File: src/rtl/systolic_seq.sv
// Sequencer for an N x N output-stationary systolic MAC array: operand address stream,
// skewed init wavefront and result-beat counting. Optional perf counters: SYSTOLIC_SEQ_PERF_EN.
module systolic_seq #(
    parameter int N      = 4,
    parameter int K_W    = 16,
    parameter int T_W    = 16,
    parameter int A_W    = 16,
    parameter int RD_LAT = 1
) (
    input  logic              clk,
    input  logic              rst,
    input  logic              start,
    input  logic [K_W-1:0]    k_len,
    input  logic [T_W-1:0]    num_tiles,
    output logic              busy,
    output logic              done,
    output logic              err,
    output logic              rd_en,
    output logic [A_W-1:0]    rd_addr,
    output logic [2*N-2:0]    init_diag,
    input  logic [N-1:0]      res_valid
`ifdef SYSTOLIC_SEQ_PERF_EN
    ,
    output logic [31:0]       perf_cycles,
    output logic [31:0]       perf_drain
`endif
);

    // state   | meaning
    // IDLE    | waiting for start
    // FEED    | streaming T*K operand reads, first tag on beat 0 of each tile
    // FLUSH   | one extra first tag to unload the last tile
    // DRAIN   | waiting for T*N*N counted result beats
    localparam logic [1:0] S_IDLE  = 2'd0;
    localparam logic [1:0] S_FEED  = 2'd1;
    localparam logic [1:0] S_FLUSH = 2'd2;
    localparam logic [1:0] S_DRAIN = 2'd3;

    localparam int CNT_W = T_W + 2 * $clog2(N) + 1;

    logic [1:0]       state_q, state_d;
    logic [K_W-1:0]   k_q, k_d, beat_q, beat_d;
    logic [T_W-1:0]   t_q, t_d, tile_q, tile_d;
    logic [A_W-1:0]   addr_q, addr_d;
    logic [CNT_W-1:0] cnt_q, cnt_d, pop, target;
    logic             seen_q, seen_d, cnt_en_q, cnt_en_d;
    logic             done_q, done_d, err_q, err_d;
    logic [RD_LAT-1:0] first_q;
    logic [2*N-3:0]   skew_q;
    logic             tag, init0, job_ok, accept;

    always_comb begin
        job_ok = (k_len >= K_W'(2 * N)) && (num_tiles != '0);
        accept = (state_q == S_IDLE) && start && job_ok;
        tag    = ((state_q == S_FEED) && (beat_q == '0)) || (state_q == S_FLUSH);
        init0  = first_q[RD_LAT-1];
        target = CNT_W'(t_q) * CNT_W'(N * N);
        pop    = '0;
        for (int j = 0; j < N; j++) pop = pop + CNT_W'(res_valid[j]);
    end

    always_comb begin
        state_d  = state_q;
        k_d      = k_q;
        t_d      = t_q;
        beat_d   = beat_q;
        tile_d   = tile_q;
        addr_d   = addr_q;
        cnt_d    = cnt_q;
        seen_d   = seen_q;
        cnt_en_d = cnt_en_q;
        done_d   = 1'b0;
        err_d    = 1'b0;

        // The first wavefront unloads reset-state zeros; counting opens once the
        // second wavefront reaches the bottom PE of column 0.
        if (state_q != S_IDLE) begin
            if (skew_q[N-2]) begin
                if (!seen_q) seen_d = 1'b1;
                else         cnt_en_d = 1'b1;
            end
            if (cnt_en_q) cnt_d = cnt_q + pop;
        end

        case (state_q)
            S_IDLE: begin
                if (accept) begin
                    k_d      = k_len;
                    t_d      = num_tiles;
                    beat_d   = '0;
                    tile_d   = '0;
                    addr_d   = '0;
                    cnt_d    = '0;
                    seen_d   = 1'b0;
                    cnt_en_d = 1'b0;
                    state_d  = S_FEED;
                end else if (start) begin
                    err_d = 1'b1;
                end
            end
            S_FEED: begin
                addr_d = addr_q + A_W'(1);
                if (beat_q == k_q - K_W'(1)) begin
                    beat_d = '0;
                    if (tile_q == t_q - T_W'(1)) state_d = S_FLUSH;
                    else                         tile_d  = tile_q + T_W'(1);
                end else begin
                    beat_d = beat_q + K_W'(1);
                end
            end
            S_FLUSH: state_d = S_DRAIN;
            default: begin
                if (cnt_d >= target) begin
                    done_d  = 1'b1;
                    state_d = S_IDLE;
                end
            end
        endcase
    end

    always_ff @(posedge clk) begin
        if (rst) begin
            state_q  <= S_IDLE;
            k_q      <= '0;
            t_q      <= '0;
            beat_q   <= '0;
            tile_q   <= '0;
            addr_q   <= '0;
            cnt_q    <= '0;
            seen_q   <= 1'b0;
            cnt_en_q <= 1'b0;
            done_q   <= 1'b0;
            err_q    <= 1'b0;
            first_q  <= '0;
            skew_q   <= '0;
        end else begin
            state_q  <= state_d;
            k_q      <= k_d;
            t_q      <= t_d;
            beat_q   <= beat_d;
            tile_q   <= tile_d;
            addr_q   <= addr_d;
            cnt_q    <= cnt_d;
            seen_q   <= seen_d;
            cnt_en_q <= cnt_en_d;
            done_q   <= done_d;
            err_q    <= err_d;
            first_q[0] <= tag;
            for (int i = 1; i < RD_LAT; i++) first_q[i] <= first_q[i-1];
            skew_q[0] <= init0;
            for (int i = 1; i < 2 * N - 2; i++) skew_q[i] <= skew_q[i-1];
        end
    end

    assign busy      = (state_q != S_IDLE);
    assign done      = done_q;
    assign err       = err_q;
    assign rd_en     = (state_q == S_FEED);
    assign rd_addr   = addr_q;
    assign init_diag = {skew_q, init0};

`ifdef SYSTOLIC_SEQ_PERF_EN
    logic [31:0] perf_cycles_q, perf_drain_q;

    // Start-to-done distance: the accept cycle itself counts as one.
    always_ff @(posedge clk) begin
        if (rst) begin
            perf_cycles_q <= '0;
            perf_drain_q  <= '0;
        end else if (accept) begin
            perf_cycles_q <= 32'd1;
            perf_drain_q  <= '0;
        end else begin
            if ((state_q != S_IDLE) && (perf_cycles_q != '1)) perf_cycles_q <= perf_cycles_q + 32'd1;
            if ((state_q == S_DRAIN) && (perf_drain_q != '1)) perf_drain_q <= perf_drain_q + 32'd1;
        end
    end

    assign perf_cycles = perf_cycles_q;
    assign perf_drain  = perf_drain_q;
`endif

endmodule

File: config.mk
export PLATFORM = sky130hd
export DESIGN_NAME = systolic_seq
export DESIGN_NICKNAME = d
export VERILOG_FILES = /design/src/rtl/systolic_seq.sv
export SDC_FILE = /design/constraint.sdc
export NUM_CORES = 1
export LEC_CHECK = 0
export CAP_MARGIN = 0
export CORE_MARGIN = 3
export CORE_UTILIZATION = 45
export DETAILED_ROUTE_END_ITERATION = 16
export HOLD_SLACK_MARGIN = 0.03
export PLACE_DENSITY_LB_ADDON = 0.12
export SKIP_CTS_REPAIR_TIMING = 1
export SLEW_MARGIN = 10
export SYNTH_ARGS = -nofsm -noshare
export SYNTH_HDL_FRONTEND = slang
export SYNTH_SLANG_ARGS = --single-unit
File: constraint.sdc
create_clock -name clk -period 5 [get_ports clk]
set_input_delay 0.75 -clock clk [delete_from_list [all_inputs] [get_ports clk]]
set_output_delay 0.75 -clock clk [all_outputs]
set_load 0.02 [all_outputs]
==> run_results.csv, run 1 <==
group,metric,value,unit
logic_synthesis,ys.flop_type,"dfxtp_1",
global_route,grt_use_total,0.210,
critical_path,worstPathArrival,4.99,ns
logic_synthesis,yosysUniqueCellTypes,77,
placement,placed_cell_area,7460,µm²
pwr,switching_share,0.353,
final_layout,antennaDiodeCount,0,
status,outcome,"completed",
floorplan,start_util,0.471,
drt,vias_per_cell,5.65,
placement,gp_congestion,0.868,
min_path,hold_depth,1,
clock_network,clk_path_buf_depth,2,
critical_path,end_kind,"flip-flop",
pwr,seqPwrFrac,0.333,
flow_run,maxCapViolCount,0,
logic_synthesis,yosys_warnings,0,
final_layout,most-common-layout-cells,"dfxtp_1, nor2_1, clkdlybuf4s50_1",
final_layout,final_cell_count_no_fill,1020,
timing,fmax,0.215,GHz
drt,drc,0,
clock_network,cts_buffers,17,
placement,place_inst,988,
pwr,internal-power,2.13,mW
pwr,comb_power_share,0.307,
timing,relSlewSlack,0.383,
global_route,grt_pass1_wl,27900,µm
logic_synthesis,syn-num-nets,840,
pwr,power,3.30,mW
critical_path,crit_top_cell,"fa_1",
final_layout,drive_gt1_frac,0.0905,
floorplan,die_h,128,µm
global_route,grt_overflow,0,
pwr,power_frac_clock,0.360,
logic_synthesis,syn_inst,771,
pwr,p_switching,1.17,mW
final_layout,area_growth_syn_to_layout,20.4,%
timing,layout_worst_path_cycle_share,0.930,
critical_path,reg2reg_depth,18,
timing,slew_viol_final,0,
final_layout,final_common_cell,"dfxtp_1",
timing,tightest_slew,0.918,ns
logic_synthesis,synth_area_leader_cell,"dfxtp_1",
clock_network,clkTransAtPathRegs,0.06,ns
clock_network,clkLatencyLatePin,0.42,ns
placement,place.detailed.hpwl,12200,µm
logic_synthesis,synth_seq_area_share,0.341,
logic_synthesis,syn-cell-area,6690,µm²
placement,portBuffers,65,
logic_synthesis,synth_area_leaders,"dfxtp_1, xor2_1, nor2_1, mux2i_1, xnor2_1",
logic_synthesis,avgSynthCellArea,8.68,µm²
critical_path,cp.required,5.34,ns
floorplan,dieArea,16400,µm²
clock_network,cts_htree_levels,4,
drt,wl_per_cell,16.3,µm
critical_path,crit_chain,"clkdlybuf4s50_1 -> fa_1 -> fa_1 -> fa_1 -> nand3b_1 -> buf_4 -> nor2_1 -> and3_1 -> xor2_1 -> ha_1 -> and3_1 -> nand3_1 -> a311oi_1 -> o31ai_1 -> nand3b_1 -> o2111ai_2 -> or3_1 -> a21oi_1",
critical_path,cp_max_fo,5,
clock_network,cts_num_sinks,114,
final_layout,final_nets,896,
min_path,min_path_type,"flip-flop to flip-flop",
critical_path,startpoint_type,"input pin",
clock_network,cts_root_buf,"clkbuf_16",
clock_network,cts_tree,"built",
drt,antenna_left,0,
critical_path,cpPeakStageDelay,0.50,ns
global_route,grt_pass1_vias,5765,
timing,setup_viol,0,
drt,wl,16600,µm
logic_synthesis,synth.top_cell.area_share,0.341,
global_route,grt_max_degree,60,
drt,drtIter0Drc,320,
floorplan,die_w,128,µm
pwr,ir_worst_vdd,302,µV
drt,vias,5762,
final_layout,final_area,8060,µm²
pwr,p_per_area,409,nW/µm²
logic_synthesis,synth-seq-cells,114,
logic_synthesis,synth_edf_count,0,
pwr,p_leak,3.14,nW
timing,tns,0,ns
logic_synthesis,ys_async_sr_fraction,0,
critical_path,crit_type,"input pin to flip-flop",
timing,finalHoldViolCount,0,
drt,first_pass_iters,5,
global_route,antenna_found_initial,0,
critical_path,crit_path_top_delay_cell,"fa_1",
timing,fin_worst_skew,0.00795,ns
timing,rsz0062_at_grt,"no",
floorplan,fp.coreArea,14200,µm²
timing,period_needed,4.65,ns
floorplan,pin_count,66,
floorplan,num_rows,43,
==> cells in the mapped netlist (4+ instances only) <==
cell	n
a31oi_1	5
mux2i_1	36
o21ai_2	7
dfxtp_1	114
o21ai_0	6
a21oi_1	25
and3_1	18
nor2b_1	22
o211ai_1	4
and4_1	8
clkbuf_1	26
nand3b_1	7
a21oi_2	7
nor4b_1	6
xnor2_1	40
nor4_1	19
nand4_1	15
inv_1	30
buf_1	4
or4_1	12
o31ai_1	6
nor2_1	97
nand2b_1	5
or3_1	13
ha_1	27
nor3_1	13
o21a_1	4
nand2_1	44
xor2_1	42
nand3_1	31
==> cells by family after synthesis <==
kind of cell	synth area share
DFF	0.341
AOI/OAI and AO/OA	0.117
adders and majority gates	0.0595
muxes	0.0539
buffers and inverters	0.0462
xor gates and xnor gates	0.111
and+or+nand+nor	0.271
==> metal layers <==
layer  global-route usage  share of wire
met5                    0              0
met4               0.0693          0.019
met3               0.0525          0.044
met2                0.356           0.48
met1                0.262           0.45
==> layout make-up <==
type / instances / area, µm²
Fill cell: 1284 / 6140
Multi-Input combinational cell: 587 / 4130
Sequential cell: 114 / 2280
Timing Repair Buffer: 76 / 728
Clock buffer: 19 / 453
Tap cell: 180 / 225
Clock inverter: 13 / 128
Inverter: 31 / 116
==> stage by stage <==
stage,worst slack [ns],hold WS (ns),util
final,0.350,0.464,0.567
after global routing,0.0242,0.476,0.567
after global placement,-0.0232,0.442,0.525
after floorplan,0.687,0.439,-
after CTS,0.183,0.469,0.566
after detailed placement,-0.241,0.460,0.525
==> registers in the layout (all words and copies together), names as in the netlist <==
name      count
done          1
cnt_en_q      1
skew_q        6
tile_q       16
first_q       1
t_q          16
beat_q       16
k_q          16
cnt_q        21
err           1
seen_q        1
state_q       2
rd_addr      16
==> critical path, delay by kind of cell <==
family | cells | cell delay (ns)
AOI/OAI and AO/OA | 4 | 0.70
buffers and inverters | 2 | 0.59
xor gates and xnor gates | 1 | 0.15
and+or+nand+nor | 7 | 1.17
adders and majority gates | 4 | 1.62
==> worst paths after layout <==
check | start | to | slack [ns]
worst max register to register | state_q[0] | state_q[0] | 1.12
worst min-delay path | skew_q[0] | skew_q[1] | 0.46
worst max-delay path | res_valid[0] | state_q[0] | 0.35
worst min register to register | skew_q[0] | skew_q[1] | 0.46
==> power groups by stage <==
stage / Clock [mW] / Combinational [mW] / Sequential, mW
after global routing: 1.25 / 1.12 / 1.11
final: 1.19 / 1.01 / 1.10
after global placement: 0 / 0.977 / 1.11
after detailed placement: 0 / 1.00 / 1.12
after CTS: 1.21 / 1.01 / 1.10
after floorplan: 0 / 0.798 / 1.06
No activity file was read; power rests on OpenSTA's default activity.
==> run 2, diff against run 1 <==
--- a/config.mk
+++ b/config.mk
@@ -9,9 +9,11 @@
 export CORE_MARGIN = 3
 export CORE_UTILIZATION = 45
 export DETAILED_ROUTE_END_ITERATION = 16
+export GPL_TIMING_DRIVEN = 1
 export HOLD_SLACK_MARGIN = 0.03
 export PLACE_DENSITY_LB_ADDON = 0.12
 export SKIP_CTS_REPAIR_TIMING = 1
+export SKIP_LAST_GASP = 1
 export SLEW_MARGIN = 10
 export SYNTH_ARGS = -nofsm -noshare
 export SYNTH_HDL_FRONTEND = slang
==> results of run 2 <==
Final layout, timing and power as in run 1 (identical DEF).
